## config.mk

```make
export PLATFORM = sky130hd
export DESIGN_NAME = div32_seq
export DESIGN_NICKNAME = d
export VERILOG_FILES = /design/src/rtl/div32_seq.sv
export SDC_FILE = /design/constraint.sdc
export NUM_CORES = 1
export LEC_CHECK = 0
export CAP_MARGIN = 5
export CORE_AREA = 2 2 115 201
export DETAILED_ROUTE_END_ITERATION = 10
export DIE_AREA = 0 0 117 203
export PLACE_DENSITY = 0.74
export SYNTH_ARGS = -nofsm -noshare
export SYNTH_HDL_FRONTEND = slang
export SYNTH_SLANG_ARGS = --single-unit
```

## constraint.sdc

```tcl
create_clock -name clk -period 3.1 [get_ports clk]
set_clock_uncertainty 0.2 [all_clocks]
set_input_delay 0.62 -clock clk [delete_from_list [all_inputs] [get_ports clk]]
set_output_delay 0.62 -clock clk [all_outputs]
set_load 0.05 [all_outputs]
```

## src/rtl/div32_seq.sv

```systemverilog
// Iterative restoring divider for DIV/DIVU: one subtract-and-shift step per clock,
// then a sign-fix cycle, presenting quotient (LO) and remainder (HI) with a start/busy/done handshake.
module div32_seq #(
  parameter int WIDTH = 32
) (
  input  logic             clk,
  input  logic             rst,
  input  logic             start,
  input  logic             is_signed,
  input  logic [WIDTH-1:0] dividend,
  input  logic [WIDTH-1:0] divisor,
  output logic             busy,
  output logic             done,
  output logic [WIDTH-1:0] quotient,
  output logic [WIDTH-1:0] remainder,
  output logic             div_by_zero
);

  localparam int CW = $clog2(WIDTH);

  typedef enum logic [1:0] {
    IDLE = 2'd0,
    CALC = 2'd1,
    FIX  = 2'd2,
    DONE = 2'd3
  } state_t;

  function automatic logic [WIDTH-1:0] negate(input logic [WIDTH-1:0] v);
    return ~v + {{(WIDTH-1){1'b0}}, 1'b1};
  endfunction

  function automatic logic [WIDTH-1:0] magnitude(input logic [WIDTH-1:0] v, input logic use_sign);
    if (use_sign && v[WIDTH-1]) begin
      return negate(v);
    end else begin
      return v;
    end
  endfunction

  state_t           state_r;
  logic [CW-1:0]    count_r;
  logic             signed_r;
  logic             dvd_neg_r;
  logic             dvs_neg_r;
  logic             dz_r;
  // dvd_r shifts dividend bits out of the top and quotient bits in at the bottom;
  // on the divide-by-zero path it keeps the raw dividend for the remainder.
  logic [WIDTH-1:0] dvd_r;
  logic [WIDTH-1:0] dvs_r;
  logic [WIDTH-1:0] rem_r;

  logic [WIDTH-1:0] rem_sh_s;
  logic [WIDTH:0]   trial_s;
  logic             borrow_s;
  logic [WIDTH-1:0] q_fix_s;
  logic [WIDTH-1:0] r_fix_s;

  // Trial subtraction for one restoring step; borrow is the unsigned-subtract carry.
  always_comb begin
    rem_sh_s = {rem_r[WIDTH-2:0], dvd_r[WIDTH-1]};
    trial_s  = {1'b0, rem_sh_s} - {1'b0, dvs_r};
    borrow_s = trial_s[WIDTH];
  end

  // Final result selection: divide-by-zero pattern or sign-corrected magnitudes.
  always_comb begin
    q_fix_s = dvd_r;
    r_fix_s = rem_r;
    if (dz_r) begin
      q_fix_s = {WIDTH{1'b1}};
      r_fix_s = dvd_r;
    end else if (signed_r) begin
      q_fix_s = (dvd_neg_r ^ dvs_neg_r) ? negate(dvd_r) : dvd_r;
      r_fix_s = dvd_neg_r ? negate(rem_r) : rem_r;
    end else begin
      q_fix_s = dvd_r;
      r_fix_s = rem_r;
    end
  end

  // Control FSM, datapath registers and registered outputs.
  always_ff @(posedge clk) begin
    if (rst) begin
      state_r     <= IDLE;
      count_r     <= {CW{1'b0}};
      signed_r    <= 1'b0;
      dvd_neg_r   <= 1'b0;
      dvs_neg_r   <= 1'b0;
      dz_r        <= 1'b0;
      dvd_r       <= {WIDTH{1'b0}};
      dvs_r       <= {WIDTH{1'b0}};
      rem_r       <= {WIDTH{1'b0}};
      busy        <= 1'b0;
      done        <= 1'b0;
      quotient    <= {WIDTH{1'b0}};
      remainder   <= {WIDTH{1'b0}};
      div_by_zero <= 1'b0;
    end else begin
      case (state_r)
        IDLE: begin
          done <= 1'b0;
          if (start) begin
            signed_r  <= is_signed;
            dvd_neg_r <= is_signed & dividend[WIDTH-1];
            dvs_neg_r <= is_signed & divisor[WIDTH-1];
            count_r   <= {CW{1'b0}};
            rem_r     <= {WIDTH{1'b0}};
            dvs_r     <= magnitude(divisor, is_signed);
            busy      <= 1'b1;
            if (divisor == {WIDTH{1'b0}}) begin
              dz_r    <= 1'b1;
              dvd_r   <= dividend;
              state_r <= FIX;
            end else begin
              dz_r    <= 1'b0;
              dvd_r   <= magnitude(dividend, is_signed);
              state_r <= CALC;
            end
          end
        end
        CALC: begin
          rem_r   <= borrow_s ? rem_sh_s : trial_s[WIDTH-1:0];
          dvd_r   <= {dvd_r[WIDTH-2:0], ~borrow_s};
          count_r <= count_r + {{(CW-1){1'b0}}, 1'b1};
          if (count_r == CW'(WIDTH - 1)) begin
            state_r <= FIX;
          end
        end
        FIX: begin
          quotient    <= q_fix_s;
          remainder   <= r_fix_s;
          div_by_zero <= dz_r;
          done        <= 1'b1;
          state_r     <= DONE;
        end
        DONE: begin
          done    <= 1'b0;
          busy    <= 1'b0;
          state_r <= IDLE;
        end
        default: begin
          done    <= 1'b0;
          busy    <= 1'b0;
          state_r <= IDLE;
        end
      endcase
    end
  end

endmodule

```

==> flow_metrics.py, run 1 <==
metrics = {
    "clocking": {
        "cts-buffers-inserted": 17,
        "cts.clk_slew.worst_paths_ns": 0.07,
        "cts_sinks": 174,
        "postCtsHoldBufs": 0,
        "tritoncts": "yes",
        "clockBufferDepth": 2,
        "htree_num_levels": 4,
        "clock_latency_ns": 0.45,
        "cell_chosen_for_the_clock_root": "sky130_fd_sc_hd__clkbuf_16",
    },
    "die": {
        "std_cell_rows": 72,
        "top_level_ports": 135,
        "die_w_um": 117,
        "floorplan.initialDensity": 0.503,
        "design.die.area_um2": 23800,
        "floorplan.die.height_um": 203,
        "coreArea_um2": 22100,
    },
    "pwr": {
        "power.ir.vdd_worst_mv": 0.419,
        "p_leak_nw": 6.09,
        "power.total_mw": 10.6,
        "power_per_cell_area_nw_per_um2": 696,
    },
    "sta": {
        "final_critical_path_setup_slack_ns": -0.0573,
        "finalSetupViolCount": 10,
        "worst-slew-pin-transition_ns": 1.01,
        "final.period_utilization": 1.02,
        "rsz0062_at_grt": "true",
        "timing.fmax_mhz": 317,
        "maxSlewViolCount": 0,
        "slew-limit-headroom": 0.321,
        "period_needed_ns": 3.16,
        "final-hold-violation-count": 0,
    },
    "critical_path": {
        "element_type_at_the_critical_path_end": "register",
        "reg2reg_depth": 16,
        "worst_ep_required_time_ns": 3.21,
        "cp.arrival_ns": 3.26,
        "reg2reg_slack_ns": -0.06,
        "crit_type": "register to register",
        "r2r-start": "dvd_r[31]$_SDFFE_PP0P_",
        "crit_path_start_kind": "register",
        "regToRegEndpoint": "rem_r[4]$_SDFFE_PP0P_",
        "worst-path-max-fanout": 7,
    },
    "hold_path": {
        "min_to": "dvs_r[31]$_SDFFE_PP0P_",
        "hold_path_startpoint": "dvs_r[31]$_SDFFE_PP0P_",
        "hold_path_depth": 2,
        "hp-class": "register to register",
    },
    "detailed_routing": {
        "drt-total-wl_um": 39400,
        "total_number_of_vias": 12000,
        "routed_wire_length_per_instance_um": 19.6,
        "detail_route.drc_violations": 0,
        "drt_pass1_iterations": 6,
        "first_iter_violations": 1103,
        "antenna_violating_nets_post_route": 0,
        "routed_via_density": 5.95,
    },
    "global_route": {
        "gr-total-overflow": 0,
        "grt_first_pass_wirelength_um": 60000,
        "grt_usage": 0.325,
        "grt_antenna_before_repair": 1,
        "grt_start_max_net_pins": 64,
        "vias_in_the_first_global_route": 11800,
    },
    "synth": {
        "synth.net_count": 1555,
        "async_flop_share": 0,
        "synth_cells": 1442,
        "yosysTopAreaCellShare": 0.314,
        "largest_cells_by_area_after_synthesis": "sky130_fd_sc_hd__dfxtp_1 (31%), sky130_fd_sc_hd__nor2_1 (5.9%), sky130_fd_sc_hd__xor2_1 (5.9%), sky130_fd_sc_hd__xnor2_1 (5.2%), sky130_fd_sc_hd__o21ai_0 (5.0%)",
        "synth.ff_latch_count": 174,
        "synth-edff-count": 0,
        "synthesis.yosys.warnings": 0,
        "avgSynthCellArea_um2": 7.70,
        "yosys_most_used_dff": "sky130_fd_sc_hd__dfxtp_1",
        "synth_sequential_area_ratio": 0.314,
        "yosys.cell_types.count": 64,
        "syn-cell-area_um2": 11100,
        "netlist.top_cell.by_area": "sky130_fd_sc_hd__dfxtp_1",
    },
    "place": {
        "gpl.final_weighted_congestion": 1.01,
        "numPortBuffers": 134,
        "detailed_place_hpwl_um": 28200,
    },
    "finish": {
        "share_of_post_route_cells_with_drive_strength_above_1": 0.206,
        "num_antenna_cells": 0,
        "finish.utilization": 0.692,
        "areaGrowthSynthToFinish_pct": 37.6,
        "nets": 1817,
    },
    "outcome": {
        "run_status": "complete, but fails checks",
        "violated_checks": "setup timing",
    },
    "run": {
        "max-cap-violations": 0,
    },
}
cells in the final DEF (no fill, tap or decap), types with 12 or more instances in the layout:
| cell | synthesis | layout |
|---|---|---|
| sky130_fd_sc_hd__o31ai_1 | 18 | 14 |
| sky130_fd_sc_hd__a21oi_2 | 0 | 14 |
| sky130_fd_sc_hd__o21ai_0 | 111 | 79 |
| sky130_fd_sc_hd__mux2i_1 | 50 | 49 |
| sky130_fd_sc_hd__clkdlybuf4s50_1 | 0 | 108 |
| sky130_fd_sc_hd__clkbuf_16 | 0 | 18 |
| sky130_fd_sc_hd__inv_1 | 59 | 57 |
| sky130_fd_sc_hd__xor2_1 | 75 | 75 |
| sky130_fd_sc_hd__nor3_1 | 29 | 28 |
| sky130_fd_sc_hd__dfxtp_1 | 174 | 166 |
| sky130_fd_sc_hd__a31oi_1 | 16 | 14 |
| sky130_fd_sc_hd__and3_1 | 15 | 15 |
| sky130_fd_sc_hd__o21ai_1 | 9 | 28 |
| sky130_fd_sc_hd__buf_4 | 0 | 179 |
| sky130_fd_sc_hd__nor2_1 | 175 | 162 |
| sky130_fd_sc_hd__ha_1 | 44 | 40 |
| sky130_fd_sc_hd__nand2_1 | 140 | 135 |
| sky130_fd_sc_hd__a21oi_1 | 105 | 90 |
| sky130_fd_sc_hd__o21ai_2 | 0 | 12 |
| sky130_fd_sc_hd__a22oi_1 | 15 | 15 |
| sky130_fd_sc_hd__nand2b_1 | 13 | 12 |
| sky130_fd_sc_hd__o22ai_1 | 54 | 54 |
| sky130_fd_sc_hd__xnor2_1 | 66 | 65 |
| sky130_fd_sc_hd__a21o_1 | 18 | 18 |
| sky130_fd_sc_hd__a211oi_1 | 31 | 31 |
state kept, by name, summed over array words and instances, names as in the netlist:
name         flops
count_r          5
dvd_r           32
done             1
remainder       32
state_r          2
rem_r           32
dvs_neg_r        1
quotient        32
dz_r             1
dvs_r           32
busy             1
div_by_zero      1
dvd_neg_r        1
signed_r         1
area by class of cell:
cell class	count	area, um2
repair buffers	333	3030
clock buffers	19	453
multi-input cells	1118	7570
clock inverters	13	129
well taps	296	370
inverters	60	228
flip-flops and latches	174	3490
fillers	1712	6800
report_power, final:
part | internal (mW) | leakage [nW] | switching, mW
Clock | 1.17 | 0.268 | 0.992
Sequential | 2.68 | 1.42 | 0.377
Combinational | 2.06 | 4.40 | 3.35
per-layer routing:
| metal | GRT usage | vias to the layer above | wire length (um) |
|---|---|---|---|
| met4 | 0.310 | 0 | 4570 |
| met5 | 0 | - | 0 |
| met2 | 0.560 | 551 | 19500 |
| met3 | 0.0606 | 229 | 2220 |
| met1 | 0.312 | 5569 | 13100 |
| li1 | - | 5635 | - |
cells in the mapped netlist, types with 44 or more instances:
| master | count |
|---|---|
| sky130_fd_sc_hd__nor2_1 | 175 |
| sky130_fd_sc_hd__dfxtp_1 | 174 |
| sky130_fd_sc_hd__nand2_1 | 140 |
| sky130_fd_sc_hd__o21ai_0 | 111 |
| sky130_fd_sc_hd__a21oi_1 | 105 |
| sky130_fd_sc_hd__clkbuf_1 | 78 |
| sky130_fd_sc_hd__xor2_1 | 75 |
| sky130_fd_sc_hd__xnor2_1 | 66 |
| sky130_fd_sc_hd__inv_1 | 59 |
| sky130_fd_sc_hd__o22ai_1 | 54 |
| sky130_fd_sc_hd__mux2i_1 | 50 |
| sky130_fd_sc_hd__ha_1 | 44 |
metrics by stage:
stage | setup TNS [ns] | cells | instance area (um2) | setup WS, ns | hold WS [ns]
final | -0.193 | 2013 | 15300 | -0.0573 | 0.264
after global routing | -3.51 | 2013 | 15300 | -0.288 | 0.290
after CTS | -3.19 | 2001 | 14900 | -0.154 | 0.268
after detailed placement | -33.42 | 1951 | 13800 | -0.769 | 0.256
after global placement | -27.07 | 1951 | 13800 | -0.677 | 0.241
after floorplan | -0.00396 | 1442 | 11100 | -0.00396 | 0.232
cell families (layout without fill, tap and decap cells):
group / count (synthesis) / after routing / share of synthesized area
buffers and inverters: 150 / 425 / 0.0511
AND/OR/NAND/NOR: 451 / 451 / 0.188
XOR/XNOR: 141 / 141 / 0.111
flip-flops: 174 / 174 / 0.314
AO/OA/AOI/OAI: 431 / 431 / 0.239
multiplexers: 50 / 50 / 0.0451
adder cells (fa/ha/maj): 45 / 45 / 0.0514
worst max-delay path by stage:
stage | start | end | slack [ns] | cells past startpoint
3_3_place_gp | divisor[16] | dvd_r[4]$_SDFFE_PP0P_ | -0.68 | 12
6_report | dvd_r[31]$_SDFFE_PP0P_ | rem_r[4]$_SDFFE_PP0P_ | -0.06 | 16
5_1_grt | rem_r[2]$_SDFFE_PP0P_ | rem_r[30]$_SDFFE_PP0P_ | -0.29 | 12
2_1_floorplan | dividend[18] | dvd_r[31]$_SDFFE_PP0P_ | -0.004 | 9
3_5_place_dp | divisor[16] | dvd_r[17]$_SDFFE_PP0P_ | -0.77 | 12
4_1_cts | divisor[19] | dvd_r[15]$_SDFFE_PP0P_ | -0.15 | 12
critical path: stages, from the launching register on:
cell	delay, ns
sky130_fd_sc_hd__dfxtp_2	0.35
sky130_fd_sc_hd__inv_2	0.05
sky130_fd_sc_hd__ha_4	0.15
sky130_fd_sc_hd__fa_2	0.34
sky130_fd_sc_hd__nand2b_4	0.16
sky130_fd_sc_hd__a21oi_4	0.13
sky130_fd_sc_hd__o211ai_1	0.10
sky130_fd_sc_hd__buf_4	0.17
sky130_fd_sc_hd__a31oi_4	0.17
sky130_fd_sc_hd__nand3_2	0.12
sky130_fd_sc_hd__o21a_4	0.24
sky130_fd_sc_hd__o21ai_4	0.15
sky130_fd_sc_hd__buf_12	0.15
sky130_fd_sc_hd__buf_12	0.10
sky130_fd_sc_hd__buf_12	0.13
sky130_fd_sc_hd__mux2i_1	0.22
sky130_fd_sc_hd__o21ai_1	0.07
timing repair:
action / CTS / global route
gates cloned: 4 / 1
hold endpoints to repair: 0 / 0
gates resized for setup: 113 / 94
setup endpoints to repair: 67 / 74
pin swaps: 45 / 38
buffers inserted: 14 / 13
(Power assumes the default switching activity.)
==> run 2, diff against run 1 <==
--- a/config.mk
+++ b/config.mk
@@ -9,6 +9,7 @@
 export CORE_AREA = 2 2 115 201
 export DETAILED_ROUTE_END_ITERATION = 10
 export DIE_AREA = 0 0 117 203
+export HOLD_SLACK_MARGIN = 0.1
 export PLACE_DENSITY = 0.74
 export SYNTH_ARGS = -nofsm -noshare
 export SYNTH_HDL_FRONTEND = slang
==> results of run 2 <==
Final layout, timing and power as in run 1 (identical DEF).
==> run 3, diff against run 2 <==
==> config.mk (replaced) <==
export PLATFORM = sky130hd
export DESIGN_NAME = div32_seq
export DESIGN_NICKNAME = d
export VERILOG_FILES = /design/src/rtl/div32_seq.sv
export SDC_FILE = /design/constraint.sdc
export NUM_CORES = 1
export LEC_CHECK = 0
export ABC_AREA = 1
export CAP_MARGIN = 5
export CORE_AREA = 2 2 123 214
export DETAILED_ROUTE_END_ITERATION = 10
export DIE_AREA = 0 0 125 216
export HOLD_SLACK_MARGIN = 0.1
export PLACE_DENSITY = 0.75
export SYNTH_ARGS = -nofsm -noshare
export SYNTH_HDL_FRONTEND = slang
export SYNTH_SLANG_ARGS = --single-unit
==> run 3 against run 2 <==
  * The flow now finishes without violations
  * Critical path type unchanged
  * Register-to-register slack improved by 0.33 ns
  * Global-route usage rose by 0.74 points
  * Design area rose by 1.1%
  * Critical path depth did not move
  * Routed wire length rose by 14%
  * Largest cell class unchanged
  * Sequential power rose by 1%
  * Count of clock-buffer cells in the layout fell by 1
  * Via count rose by 22%
==> flow_metrics.py, run 3 <==
metrics = {
    "die": {
        "die_w_um": 125,
        "floorplan.die.height_um": 216,
        "std_cell_rows": 77,
        "top_level_ports": 135,
        "design.die.area_um2": 27000,
        "coreArea_um2": 25200,
        "floorplan.initialDensity": 0.522,
    },
    "global_route": {
        "grt_antenna_before_repair": 0,
        "gr-total-overflow": 0,
        "vias_in_the_first_global_route": 14400,
        "grt_usage": 0.332,
        "grt_start_max_net_pins": 54,
        "grt_first_pass_wirelength_um": 71900,
    },
    "finish": {
        "stdcell_count": 2695,
        "areaGrowthSynthToFinish_pct": 17.2,
        "fill_cells": 2595,
        "multi_input_comb_area_um2": 7970,
        "mostFrequentLayoutCell": "sky130_fd_sc_hd__nand2_1",
        "num_antenna_cells": 0,
        "layout_common_cells": "sky130_fd_sc_hd__nand2_1 (660), sky130_fd_sc_hd__inv_1 (341), sky130_fd_sc_hd__nand3_1 (236)",
        "share_of_post_route_cells_with_drive_strength_above_1": 0.0559,
        "sequential_cell_area_um2": 3480,
        "stdcell_area_um2": 15400,
        "nets": 2479,
    },
    "synth": {
        "largest_cells_by_area_after_synthesis": "sky130_fd_sc_hd__dfxtp_1 (26%), sky130_fd_sc_hd__nand2_1 (19%), sky130_fd_sc_hd__inv_1 (9.7%), sky130_fd_sc_hd__nand3_1 (9.0%), sky130_fd_sc_hd__a21oi_1 (6.3%)",
        "yosys.cell_types.count": 46,
        "async_flop_share": 0,
        "post_synth_top_cells": "sky130_fd_sc_hd__nand2_1 (660), sky130_fd_sc_hd__inv_1 (341), sky130_fd_sc_hd__nand3_1 (236)",
        "synth-edff-count": 0,
        "syn-cell-area_um2": 13200,
        "synthesis.yosys.warnings": 0,
        "yosys_most_used_dff": "sky130_fd_sc_hd__dfxtp_1",
        "synth.net_count": 2367,
        "avgSynthCellArea_um2": 5.84,
        "synth_sequential_area_ratio": 0.265,
        "synth_cells": 2254,
        "yosysTopAreaCellShare": 0.265,
        "post-synth-top-count-cell": "sky130_fd_sc_hd__nand2_1",
        "netlist.top_cell.by_area": "sky130_fd_sc_hd__dfxtp_1",
        "synth.ff_latch_count": 174,
    },
    "pwr": {
        "sequentialPowerShare": 0.290,
        "intPower_mw": 5.44,
        "power.ir.vdd_worst_mv": 0.601,
        "clkPwrFrac": 0.189,
        "p_leak_nw": 7.34,
        "power_switching_share": 0.490,
        "pwr-share-comb": 0.521,
        "power_per_cell_area_nw_per_um2": 692,
        "power.net_switching_mw": 5.24,
    },
    "sta": {
        "timing.fmax_mhz": 353,
        "finalSetupViolCount": 0,
        "final.period_utilization": 0.913,
        "maxSlewViolCount": 0,
        "slew-limit-headroom": 0.533,
        "period_needed_ns": 2.83,
        "final-hold-violation-count": 0,
        "fin_worst_hold_slack_ns": 0.280,
        "final.setup.tns_ns": 0,
        "worst-slew-pin-transition_ns": 0.693,
        "rsz0062_at_grt": "false",
    },
    "critical_path": {
        "cp.arrival_ns": 2.93,
        "cp_top_family": "simple AND/OR/NAND/NOR gates",
        "crit_type": "register to register",
        "critical_path.max_stage_delay_ns": 0.40,
        "element_type_at_the_critical_path_end": "register",
        "worst_ep_required_time_ns": 3.20,
        "critPathMostFrequentCell": "sky130_fd_sc_hd__nand2_2",
        "timing.critical_path.cells": "inv_1 > ha_1 > fa_1 > inv_1 > nand3_1 > nand3_1 > nand2_1 > nand2_2 > nand2_2 > nand2_2 > nand2_2 > nand2_4 > buf_4 > nand2_1 > nand3_1 > a21oi_1",
        "worst-path-max-fanout": 15,
        "crit_path_top_delay_cell": "sky130_fd_sc_hd__fa_1",
        "critPathBufInv": 3,
        "crit_path_start_kind": "register",
    },
    "detailed_routing": {
        "first_iter_violations": 950,
        "antenna_violating_nets_post_route": 0,
        "routed_wire_length_per_instance_um": 16.7,
        "total_number_of_vias": 14700,
        "detail_route.drc_violations": 0,
        "routed_via_density": 5.44,
        "drt-total-wl_um": 44900,
        "drt_pass1_iterations": 5,
    },
    "clocking": {
        "htree_num_levels": 4,
        "tritoncts": "yes",
        "cts_sinks": 174,
        "cts-buffers-inserted": 17,
        "cell_chosen_for_the_clock_root": "sky130_fd_sc_hd__clkbuf_16",
        "clockBufferDepth": 2,
        "cts.clk_slew.worst_paths_ns": 0.07,
        "postCtsHoldBufs": 0,
        "cts_resized": 0,
        "postCtsSetupRepairBufs": 0,
        "clock_latency_ns": 0.45,
    },
    "place": {
        "detailed_place_hpwl_um": 36000,
        "placedCellCount": 2663,
        "dpl_cell_area_um2": 14900,
        "gpl.final_weighted_congestion": 0.988,
        "numPortBuffers": 134,
    },
    "run": {
        "max-cap-violations": 0,
    },
    "hold_path": {
        "hp-class": "register to register",
    },
    "outcome": {
        "run_status": "completed",
    },
}
[run 3: changes by cell type after synthesis, moves of 16 or more]
cell / change
sky130_fd_sc_hd__xor2_1: -55
sky130_fd_sc_hd__nand3_1: +225
sky130_fd_sc_hd__inv_1: +282
sky130_fd_sc_hd__buf_2: +16
sky130_fd_sc_hd__a21oi_1: +62
sky130_fd_sc_hd__a31oi_1: +23
sky130_fd_sc_hd__a211oi_1: -30
sky130_fd_sc_hd__o22ai_1: -44
sky130_fd_sc_hd__xnor2_1: -52
sky130_fd_sc_hd__nand2_1: +520
sky130_fd_sc_hd__clkbuf_1: -20
sky130_fd_sc_hd__a21o_1: -17
sky130_fd_sc_hd__mux2i_1: -50
sky130_fd_sc_hd__nand4_1: +16
[run 3: layer usage]
layer / share of wire / vias up / GRT usage / routed length (um)
met5: 0 / - / 0 / 0
met4: 0.072 / 0 / 0.223 / 3250
met3: 0.038 / 136 / 0.0330 / 1720
met2: 0.52 / 415 / 0.625 / 23300
met1: 0.37 / 6666 / 0.343 / 16600
li1: - / 7452 / - / -
[run 3: power groups by stage]
stage          logic [mW]  registers (mW)  clock network, mW
5_1_grt              6.10            3.15               2.12
6_report             5.56            3.10               2.02
3_3_place_gp         5.43            3.13                  0
4_1_cts              5.52            3.09               2.04
2_1_floorplan        3.16            3.61                  0
3_5_place_dp         5.48            3.13                  0
[run 3: cells by family (layout without fill, tap and decap cells)]
family	after synthesis	in the layout	share of synthesized area
DFF	174	174	0.265
xor gates and xnor gates	34	34	0.0226
buffers and inverters	445	570	0.131
and+or+nand+nor	1181	1181	0.381
adders and majority gates	45	45	0.0433
AOI/OAI and AO/OA	375	375	0.158
[run 3: path summary, 6_finish.rpt]
path	start	end	slack (ns)	cells after the start
max	dvd_r[31]$_SDFFE_PP0P_	rem_r[8]$_SDFFE_PP0P_	0.27	16
min	count_r[4]$_SDFFE_PP0P_	count_r[4]$_SDFFE_PP0P_	0.28	2
min reg2reg	count_r[4]$_SDFFE_PP0P_	count_r[4]$_SDFFE_PP0P_	0.28	2
max reg2reg	dvd_r[31]$_SDFFE_PP0P_	rem_r[8]$_SDFFE_PP0P_	0.27	16
[run 3: stage by stage]
| step | power (mW) | worst slack (ns) | util |
|---|---|---|---|
| final | 10.7 | 0.270 | 0.611 |
| after CTS | 10.6 | 0.287 | 0.611 |
| after floorplan | 6.78 | 0.715 | - |
| after detailed placement | 8.61 | 0.145 | 0.590 |
| after global placement | 8.56 | 0.173 | 0.590 |
| after global routing | 11.4 | 0.108 | 0.611 |
[run 3: worst reg2reg max path: stages, from the launching register on]
cell and delay, ns:
sky130_fd_sc_hd__dfxtp_1 0.36, sky130_fd_sc_hd__inv_1 0.13, sky130_fd_sc_hd__ha_1 0.24, sky130_fd_sc_hd__fa_1 0.40, sky130_fd_sc_hd__inv_1 0.10, sky130_fd_sc_hd__nand3_1 0.07, sky130_fd_sc_hd__nand3_1 0.11, sky130_fd_sc_hd__nand2_1 0.08
sky130_fd_sc_hd__nand2_2 0.09, sky130_fd_sc_hd__nand2_2 0.07, sky130_fd_sc_hd__nand2_2 0.07, sky130_fd_sc_hd__nand2_2 0.07, sky130_fd_sc_hd__nand2_4 0.23, sky130_fd_sc_hd__buf_4 0.24, sky130_fd_sc_hd__nand2_1 0.09, sky130_fd_sc_hd__nand3_1 0.08
sky130_fd_sc_hd__a21oi_1 0.07
[run 3: area by class of cell]
type / instances / share of cell area
Clock inverter: 14 / 0.00705
Timing Repair Buffer: 179 / 0.110
Inverter: 359 / 0.0873
Multi-Input combinational cell: 1635 / 0.516
Tap cell: 316 / 0.0256
Sequential cell: 174 / 0.226
Clock buffer: 18 / 0.0278
